[src/rtl/l2_fifo_spi_tx_pkg.sv]
// Shared types and constants for the L2 FIFO SPI transmitter.
package l2_tx_pkg;

  localparam int L2_TX_DW    = 32;
  localparam int L2_TX_CNT_W = 16;

  typedef enum logic [2:0] {
    IDLE,
    POP,
    LOAD,
    SHIFT,
    GAP
  } l2_tx_state_e;

endpackage

[src/rtl/l2_fifo_spi_tx_if.sv]
// FIFO read port plus SPI pins of the L2 FIFO SPI transmitter.
interface l2_fifo_spi_tx_if
  import l2_tx_pkg::*;
#(
  parameter int DW = L2_TX_DW
) ();

  logic          fifo_empty;
  logic [DW-1:0] fifo_dout;
  logic          fifo_rd;
  logic          sclk;
  logic          mosi;
  logic          cs_n;

  modport master (
    input  fifo_empty,
    input  fifo_dout,
    output fifo_rd,
    output sclk,
    output mosi,
    output cs_n
  );

  modport slave (
    output fifo_empty,
    output fifo_dout,
    input  fifo_rd,
    input  sclk,
    input  mosi,
    input  cs_n
  );

endinterface

[src/rtl/l2_fifo_spi_tx_clkgen.sv]
// sclk divider: toggles sclk every CLK_DIV cycles while running, strobes on each edge.
module l2_tx_clkgen
  import l2_tx_pkg::*;
#(
  parameter int CLK_DIV = 4
) (
  input  logic clk,
  input  logic rst,
  input  logic i_run,
  input  logic i_clear,
  output logic o_sclk,
  output logic o_rise,
  output logic o_fall
);

  localparam int DCW = (CLK_DIV > 1) ? $clog2(CLK_DIV) : 1;

  logic [DCW-1:0] r_div_cnt;
  logic           r_sclk;
  logic           w_tc;

  assign w_tc   = i_run && (r_div_cnt == DCW'(CLK_DIV - 1));
  assign o_rise = w_tc && !r_sclk;
  assign o_fall = w_tc && r_sclk;
  assign o_sclk = r_sclk;

  always_ff @(posedge clk or posedge rst) begin
    if (rst) begin
      r_div_cnt <= '0;
      r_sclk    <= 1'b0;
    end else if (i_clear) begin
      r_div_cnt <= '0;
      r_sclk    <= 1'b0;
    end else if (i_run) begin
      if (w_tc) begin
        r_div_cnt <= '0;
        r_sclk    <= ~r_sclk;
      end else begin
        r_div_cnt <= r_div_cnt + DCW'(1);
      end
    end
  end

endmodule

[src/rtl/l2_fifo_spi_tx.sv]
// SPI mode-0 master draining the L2 FIFO, one word per cs_n frame, MSB first.
// Define L2_TX_BURST_EN to chain back-to-back words inside a single cs_n frame.
module l2_fifo_spi_tx
  import l2_tx_pkg::*;
#(
  parameter int DW      = L2_TX_DW,
  parameter int CLK_DIV = 4,
  parameter int CS_GAP  = 2
) (
  input  logic                   clk,
  input  logic                   rst,
  input  logic                   i_enable,
  input  logic                   i_clr,
  l2_fifo_spi_tx_if.master       bus,
  output logic                   o_busy,
  output logic                   o_word_done,
  output logic [L2_TX_CNT_W-1:0] o_tx_cnt
);

  localparam int BCW = $clog2(DW);
  localparam int GCW = $clog2(CS_GAP + 1);

  l2_tx_state_e           r_state;
  l2_tx_state_e           w_state_next;
  logic [DW-2:0]          r_shreg;
  logic [BCW-1:0]         r_bit_cnt;
  logic [GCW-1:0]         r_gap_cnt;
  logic                   r_mosi;
  logic                   r_cs_n;
  logic                   r_word_done;
  logic [L2_TX_CNT_W-1:0] r_tx_cnt;
  logic                   w_sclk;
  logic                   w_rise;
  logic                   w_fall;
  logic                   w_last;
  logic                   w_end;
  logic                   w_burst;
  logic                   w_fifo_rd;
  logic                   w_busy;

  l2_tx_clkgen #(
    .CLK_DIV (CLK_DIV)
  ) u_clkgen (
    .clk     (clk),
    .rst     (rst),
    .i_run   (r_state == SHIFT),
    .i_clear (i_clr || (r_state != SHIFT)),
    .o_sclk  (w_sclk),
    .o_rise  (w_rise),
    .o_fall  (w_fall)
  );

  assign w_last = (r_bit_cnt == BCW'(DW - 1));
  assign w_end  = (r_state == SHIFT) && w_fall && w_last;

`ifdef L2_TX_BURST_EN
  assign w_burst = i_enable && !bus.fifo_empty;
`else
  assign w_burst = 1'b0;
`endif

  always_ff @(posedge clk or posedge rst) begin
    if (rst) begin
      r_state <= IDLE;
    end else begin
      r_state <= w_state_next;
    end
  end

  always_comb begin
    w_state_next = r_state;
    if (i_clr) begin
      w_state_next = IDLE;
    end else begin
      case (r_state)
        IDLE:    if (i_enable && !bus.fifo_empty) w_state_next = POP;
        POP:     w_state_next = LOAD;
        LOAD:    w_state_next = SHIFT;
        SHIFT:   if (w_end) w_state_next = w_burst ? POP : GAP;
        GAP:     if (r_gap_cnt == GCW'(CS_GAP - 1)) w_state_next = IDLE;
        default: w_state_next = IDLE;
      endcase
    end
  end

  always_comb begin
    w_fifo_rd = 1'b0;
    w_busy    = 1'b1;
    case (r_state)
      IDLE:    w_busy    = 1'b0;
      POP:     w_fifo_rd = 1'b1;
      default: w_busy    = 1'b1;
    endcase
  end

  // The rise strobe needs no action: data is simply held across the high phase.
  always_ff @(posedge clk or posedge rst) begin
    if (rst) begin
      r_shreg     <= '0;
      r_bit_cnt   <= '0;
      r_gap_cnt   <= '0;
      r_mosi      <= 1'b0;
      r_cs_n      <= 1'b1;
      r_word_done <= 1'b0;
      r_tx_cnt    <= '0;
    end else if (i_clr) begin
      r_bit_cnt   <= '0;
      r_gap_cnt   <= '0;
      r_mosi      <= 1'b0;
      r_cs_n      <= 1'b1;
      r_word_done <= 1'b0;
    end else begin
      r_word_done <= w_end;
      case (r_state)
        LOAD: begin
          r_shreg   <= bus.fifo_dout[DW-2:0];
          r_mosi    <= bus.fifo_dout[DW-1];
          r_cs_n    <= 1'b0;
          r_bit_cnt <= '0;
        end
        SHIFT: begin
          if (w_fall) begin
            if (!w_last) begin
              r_mosi    <= r_shreg[DW-2];
              r_shreg   <= r_shreg << 1;
              r_bit_cnt <= r_bit_cnt + BCW'(1);
            end else begin
              r_tx_cnt  <= r_tx_cnt + L2_TX_CNT_W'(1);
              r_gap_cnt <= '0;
              if (!w_burst) r_cs_n <= 1'b1;
            end
          end
        end
        GAP:     r_gap_cnt <= r_gap_cnt + GCW'(1);
        default: ;
      endcase
    end
  end

  assign bus.fifo_rd = w_fifo_rd;
  assign bus.sclk    = w_sclk;
  assign bus.mosi    = r_mosi;
  assign bus.cs_n    = r_cs_n;
  assign o_busy      = w_busy;
  assign o_word_done = r_word_done;
  assign o_tx_cnt    = r_tx_cnt;

  logic w_unused;
  assign w_unused = w_rise;

endmodule

[src/flat_wrapper.sv]
// flat-port wrapper written by rule: the top's interface ports become plain ports
module l2_fifo_spi_tx_flat import l2_tx_pkg::*;
#(
  parameter int DW      = L2_TX_DW,
  parameter int CLK_DIV = 4,
  parameter int CS_GAP  = 2
)
  (clk, rst, i_enable, i_clr, o_busy, o_word_done, o_tx_cnt, bus_fifo_empty, bus_fifo_dout, bus_fifo_rd, bus_sclk, bus_mosi, bus_cs_n);
  l2_fifo_spi_tx_if #(.DW(DW)) bus_i ();
  input  logic clk;
  input  logic rst;
  input  logic i_enable;
  input  logic i_clr;
  output logic o_busy;
  output logic o_word_done;
  output logic [L2_TX_CNT_W-1:0] o_tx_cnt;
  input wire logic [$bits(bus_i.fifo_empty)-1:0] bus_fifo_empty;
  input wire logic [$bits(bus_i.fifo_dout)-1:0] bus_fifo_dout;
  output wire logic [$bits(bus_i.fifo_rd)-1:0] bus_fifo_rd;
  output wire logic [$bits(bus_i.sclk)-1:0] bus_sclk;
  output wire logic [$bits(bus_i.mosi)-1:0] bus_mosi;
  output wire logic [$bits(bus_i.cs_n)-1:0] bus_cs_n;
  assign bus_i.fifo_empty = bus_fifo_empty;
  assign bus_i.fifo_dout = bus_fifo_dout;
  assign bus_fifo_rd = bus_i.fifo_rd;
  assign bus_sclk = bus_i.sclk;
  assign bus_mosi = bus_i.mosi;
  assign bus_cs_n = bus_i.cs_n;
  l2_fifo_spi_tx #(.DW(DW), .CLK_DIV(CLK_DIV), .CS_GAP(CS_GAP)) u_core (.clk(clk), .rst(rst), .i_enable(i_enable), .i_clr(i_clr), .bus(bus_i), .o_busy(o_busy), .o_word_done(o_word_done), .o_tx_cnt(o_tx_cnt));
endmodule
[config.mk]
export PLATFORM = sky130hd
export DESIGN_NAME = l2_fifo_spi_tx_flat
export DESIGN_NICKNAME = d
export VERILOG_FILES = /design/src/rtl/l2_fifo_spi_tx_pkg.sv /design/src/rtl/l2_fifo_spi_tx_if.sv /design/src/rtl/l2_fifo_spi_tx_clkgen.sv /design/src/rtl/l2_fifo_spi_tx.sv /design/src/flat_wrapper.sv
export SDC_FILE = /design/constraint.sdc
export NUM_CORES = 1
export LEC_CHECK = 0
export CORE_UTILIZATION = 50
export CTS_BUF_LIST = sky130_fd_sc_hd__clkbuf_2 sky130_fd_sc_hd__clkbuf_4 sky130_fd_sc_hd__clkbuf_8
export DETAILED_ROUTE_END_ITERATION = 6
export GPL_TIMING_DRIVEN = 0
export HOLD_SLACK_MARGIN = 0.1
export PLACE_DENSITY = 0.77
export RECOVER_POWER = 25
export SYNTH_ARGS = -nofsm -noshare
export SYNTH_HDL_FRONTEND = slang
export SYNTH_SLANG_ARGS = --single-unit
[constraint.sdc]
create_clock -name clk -period 2.7 [get_ports clk]
set_clock_uncertainty 0.05 [all_clocks]
set_input_delay 0.405 -clock clk [delete_from_list [all_inputs] [get_ports clk]]
set_output_delay 0.405 -clock clk [all_outputs]
set_load 0.02 [all_outputs]
==> results.txt <==
Setup TNS = 0 ps
Min Tclk post-route = 2460 ps
Initial antenna violation count = 0
Grt ovf = 0
Post-route design area = 0.00407 sq mm
Worst EP arrival = 2000 ps
Largest net degree at the start of global routing = 39
CP startpoint kind = flip-flop
Cells after synthesis = 290
Share of cells above drive strength 1 = 18.9%
CTS tree = done
Pleak = 1.92 nW
Inst Count DP = 424
Min-Delay Path Class = reg2reg
Fin util = 67.1%
Placer congestion estimate = 0.759
Max cap viols = 1
Violated checks = max-capacitance violations, max-slew violations
Die width = 82.1 um
Vias = 2346
Num CTS Buffers = 9
Die Span Y = 82.1 um
EDFF count, synth = 0
Vias in the first global route = 2248
Design Power = 2.56 mW
Hold depth = 1
Reg2reg end = u_core.r_shreg[12]$_DFFE_PP0P_
Worst slew pin tran = 1520 ps
Hold Vio Cnt, Final = 0
Unrepaired setup endpoints after global routing = no
H-tree levels = 3
Post-Layout Cell Count = 440
Routed Wire Length = 6.36 mm
First-pass GRT wire length = 10.9 mm
Cell chain of the critical path = buf_6 -> clkbuf_1 -> or3_1 -> clkdlybuf4s50_1
DRC viols = 0
Synth unique cells = 44
Post-CTS setup buffer count = 0
Syn Nets = 332
Top FF cell, synth = dfrtp_1
Post-Syn Area = 0.00321 sq mm
Starting Density = 52.9%
Max Root-Sink Buffers = 2
Slowest cell delay on critical path = 540 ps
Post-DP Area = 0.00390 sq mm
Hold path start = u_core.u_clkgen.r_div_cnt[0]$_DFFE_PP0P_
Diode count = 0
Cts repair resizes = 0
Syn_area_per_cell = 11.1 sq um
Fmax = 407 MHz
Yosys warning count = 0
Sequential share of the synthesized area = 49.2%
DRT antenna net count = 0
Hold slack = 396 ps
DRT Pass-1 Iters = 4
Tcrit/Tclk final = 91.1%
Final setup viols = 0
Synth-to-Final Area Change = 26.8%
CP Capture Type = primary output
Power per cell area = 630 mW/mm^2
Final Slew Violations = 38
CTS Hold Bufs = 0
Hold Path End = u_core.u_clkgen.r_div_cnt[0]$_DFFE_PP0P_
Die area = 0.00674 sq mm
Synthesized flop and latch total = 63
DR WL/cell = 14.5 um
Crit path kind = reg2out
Outcome = finished, violations left
CTS clk-pin slew, worst paths = 70 ps
Root buf cell = clkbuf_8
Max VDD drop = 386 uV
Clock latency at the later pin of the worst-skew pair = 350 ps
Clk sinks = 63
Flop2flop setup slack = 330 ps
Fin nets = 402
Via/cell ratio = 5.33
DP HPWL = 4.43 mm
FF-to-FF Start = u_core.r_bit_cnt[0]$_DFFE_PP0P_
WP data required = 2250 ps
Dpl ws = 333 ps
Drt first-iter violations = 121
Worst Reg-to-Reg Cells = 7
Ys async rst share = 100%
Total track usage = 21.7%
IO Port Bufs = 58
Max-slew headroom = -1.17%
Slowest-stage cell, CP = clkdlybuf4s50_1
Critical Path Fanout Max = 10
Setup WS post-layout = 240 ps
I/O pin total = 59
Core Area = 0.00606 sq mm
Site Rows = 28
-- worst max-delay path, delay by kind of cell (launching register included) --
kind	cells	cell delay [ps]
buf+inv	3	880
flops	1	380
simple gates	1	400
-- cell usage after synthesis (all sizes together), types with 3 or more instances --
library cell | number | area (sq um)
a21oi | 37 | 294
and3 | 4 | 25.0
buf | 15 | 126
dfrtp | 62 | 1550
ha | 5 | 62.6
inv | 8 | 30.0
mux2i | 32 | 320
nand2 | 11 | 41.3
nand2b | 4 | 25.0
nand3 | 8 | 45.0
nand4 | 6 | 37.5
nor2 | 41 | 154
nor4 | 4 | 55.1
o21ai | 7 | 35.0
o22ai | 3 | 18.8
xnor2 | 13 | 114
xor2 | 3 | 26.3
-- worst max path at each step --
stage	from	endpoint	slack (ps)	depth (start not counted)
4_1_cts	u_core.r_state[0]$_DFFE_PP0P_	o_busy	240	4
5_1_grt	u_core.r_state[0]$_DFFE_PP0P_	o_busy	170	4
6_report	u_core.r_state[0]$_DFFE_PP0P_	o_busy	240	4
3_3_place_gp	rst	u_core.r_shreg[26]$_DFFE_PP0P_	-440	2
2_1_floorplan	u_core.r_bit_cnt[0]$_DFFE_PP0P_	u_core.r_shreg[10]$_DFFE_PP0P_	580	7
3_5_place_dp	u_core.r_bit_cnt[0]$_DFFE_PP0P_	u_core.r_shreg[6]$_DFFE_PP0P_	330	7
-- layer usage --
layer	global-route usage [%]	wire [um]	vias up
met1	28.7	2950	1120
li1	-	-	1149
met2	33.8	2990	69
met3	5.16	334	8
met5	0	0	-
met4	9.82	84	0
-- layout by cell type (no fill, tap or decap), types with 6 or more instances in the layout --
master | Yosys | final
dfrtp_1 | 62 | 62
clkdlybuf4s50_1 | 0 | 57
nor2_1 | 41 | 41
mux2i_1 | 32 | 32
a21oi_2 | 29 | 29
xnor2_1 | 13 | 13
nand2_1 | 11 | 11
clkbuf_8 | 0 | 9
inv_1 | 8 | 8
a21oi_1 | 8 | 8
nand3_1 | 7 | 7
o21ai_0 | 7 | 7
buf_6 | 7 | 6
nand4_1 | 6 | 6
-- cell type report --
| type | instances | area [sq um] |
|---|---|---|
| Fill cell | 499 | 1990 |
| Multi-Input combinational cell | 202 | 1470 |
| Inverter | 8 | 30.0 |
| Tap cell | 75 | 93.8 |
| Buffer | 17 | 126 |
| Sequential cell | 63 | 1580 |
| Timing Repair Buffer | 59 | 601 |
| Clock inverter | 7 | 48.8 |
| Clock buffer | 9 | 124 |
-- cells by family after synthesis --
logic type	count (synthesis)	share of synthesized area, %
xor gates and xnor gates	16	4.37
muxes	33	10.3
and+or+nand+nor	91	15.3
buffers and inverters	25	5.11
adders and majority gates	5	1.95
DFF	63	49.2
AOI/OAI and AO/OA	57	13.7
-- flip-flops by register name, summed over array words and instances, names as in the netlist, 2 cells and up --
| register | cells |
|---|---|
| u_core.u_clkgen.r_div_cnt | 2 |
| u_core.r_shreg | 31 |
| u_core.r_state | 3 |
| u_core.r_gap_cnt | 2 |
| u_core.r_bit_cnt | 5 |
| u_core.o_tx_cnt | 16 |
-- power by group --
part / total [mW] / switching (mW) / internal [mW]
clock network: 0.728 / 0.395 / 0.333
logic: 0.531 / 0.261 / 0.269
registers: 1.30 / 0.126 / 1.18
total: 2.56 / 0.782 / 1.78
Note: power is estimated with default switching activity, not from simulation.
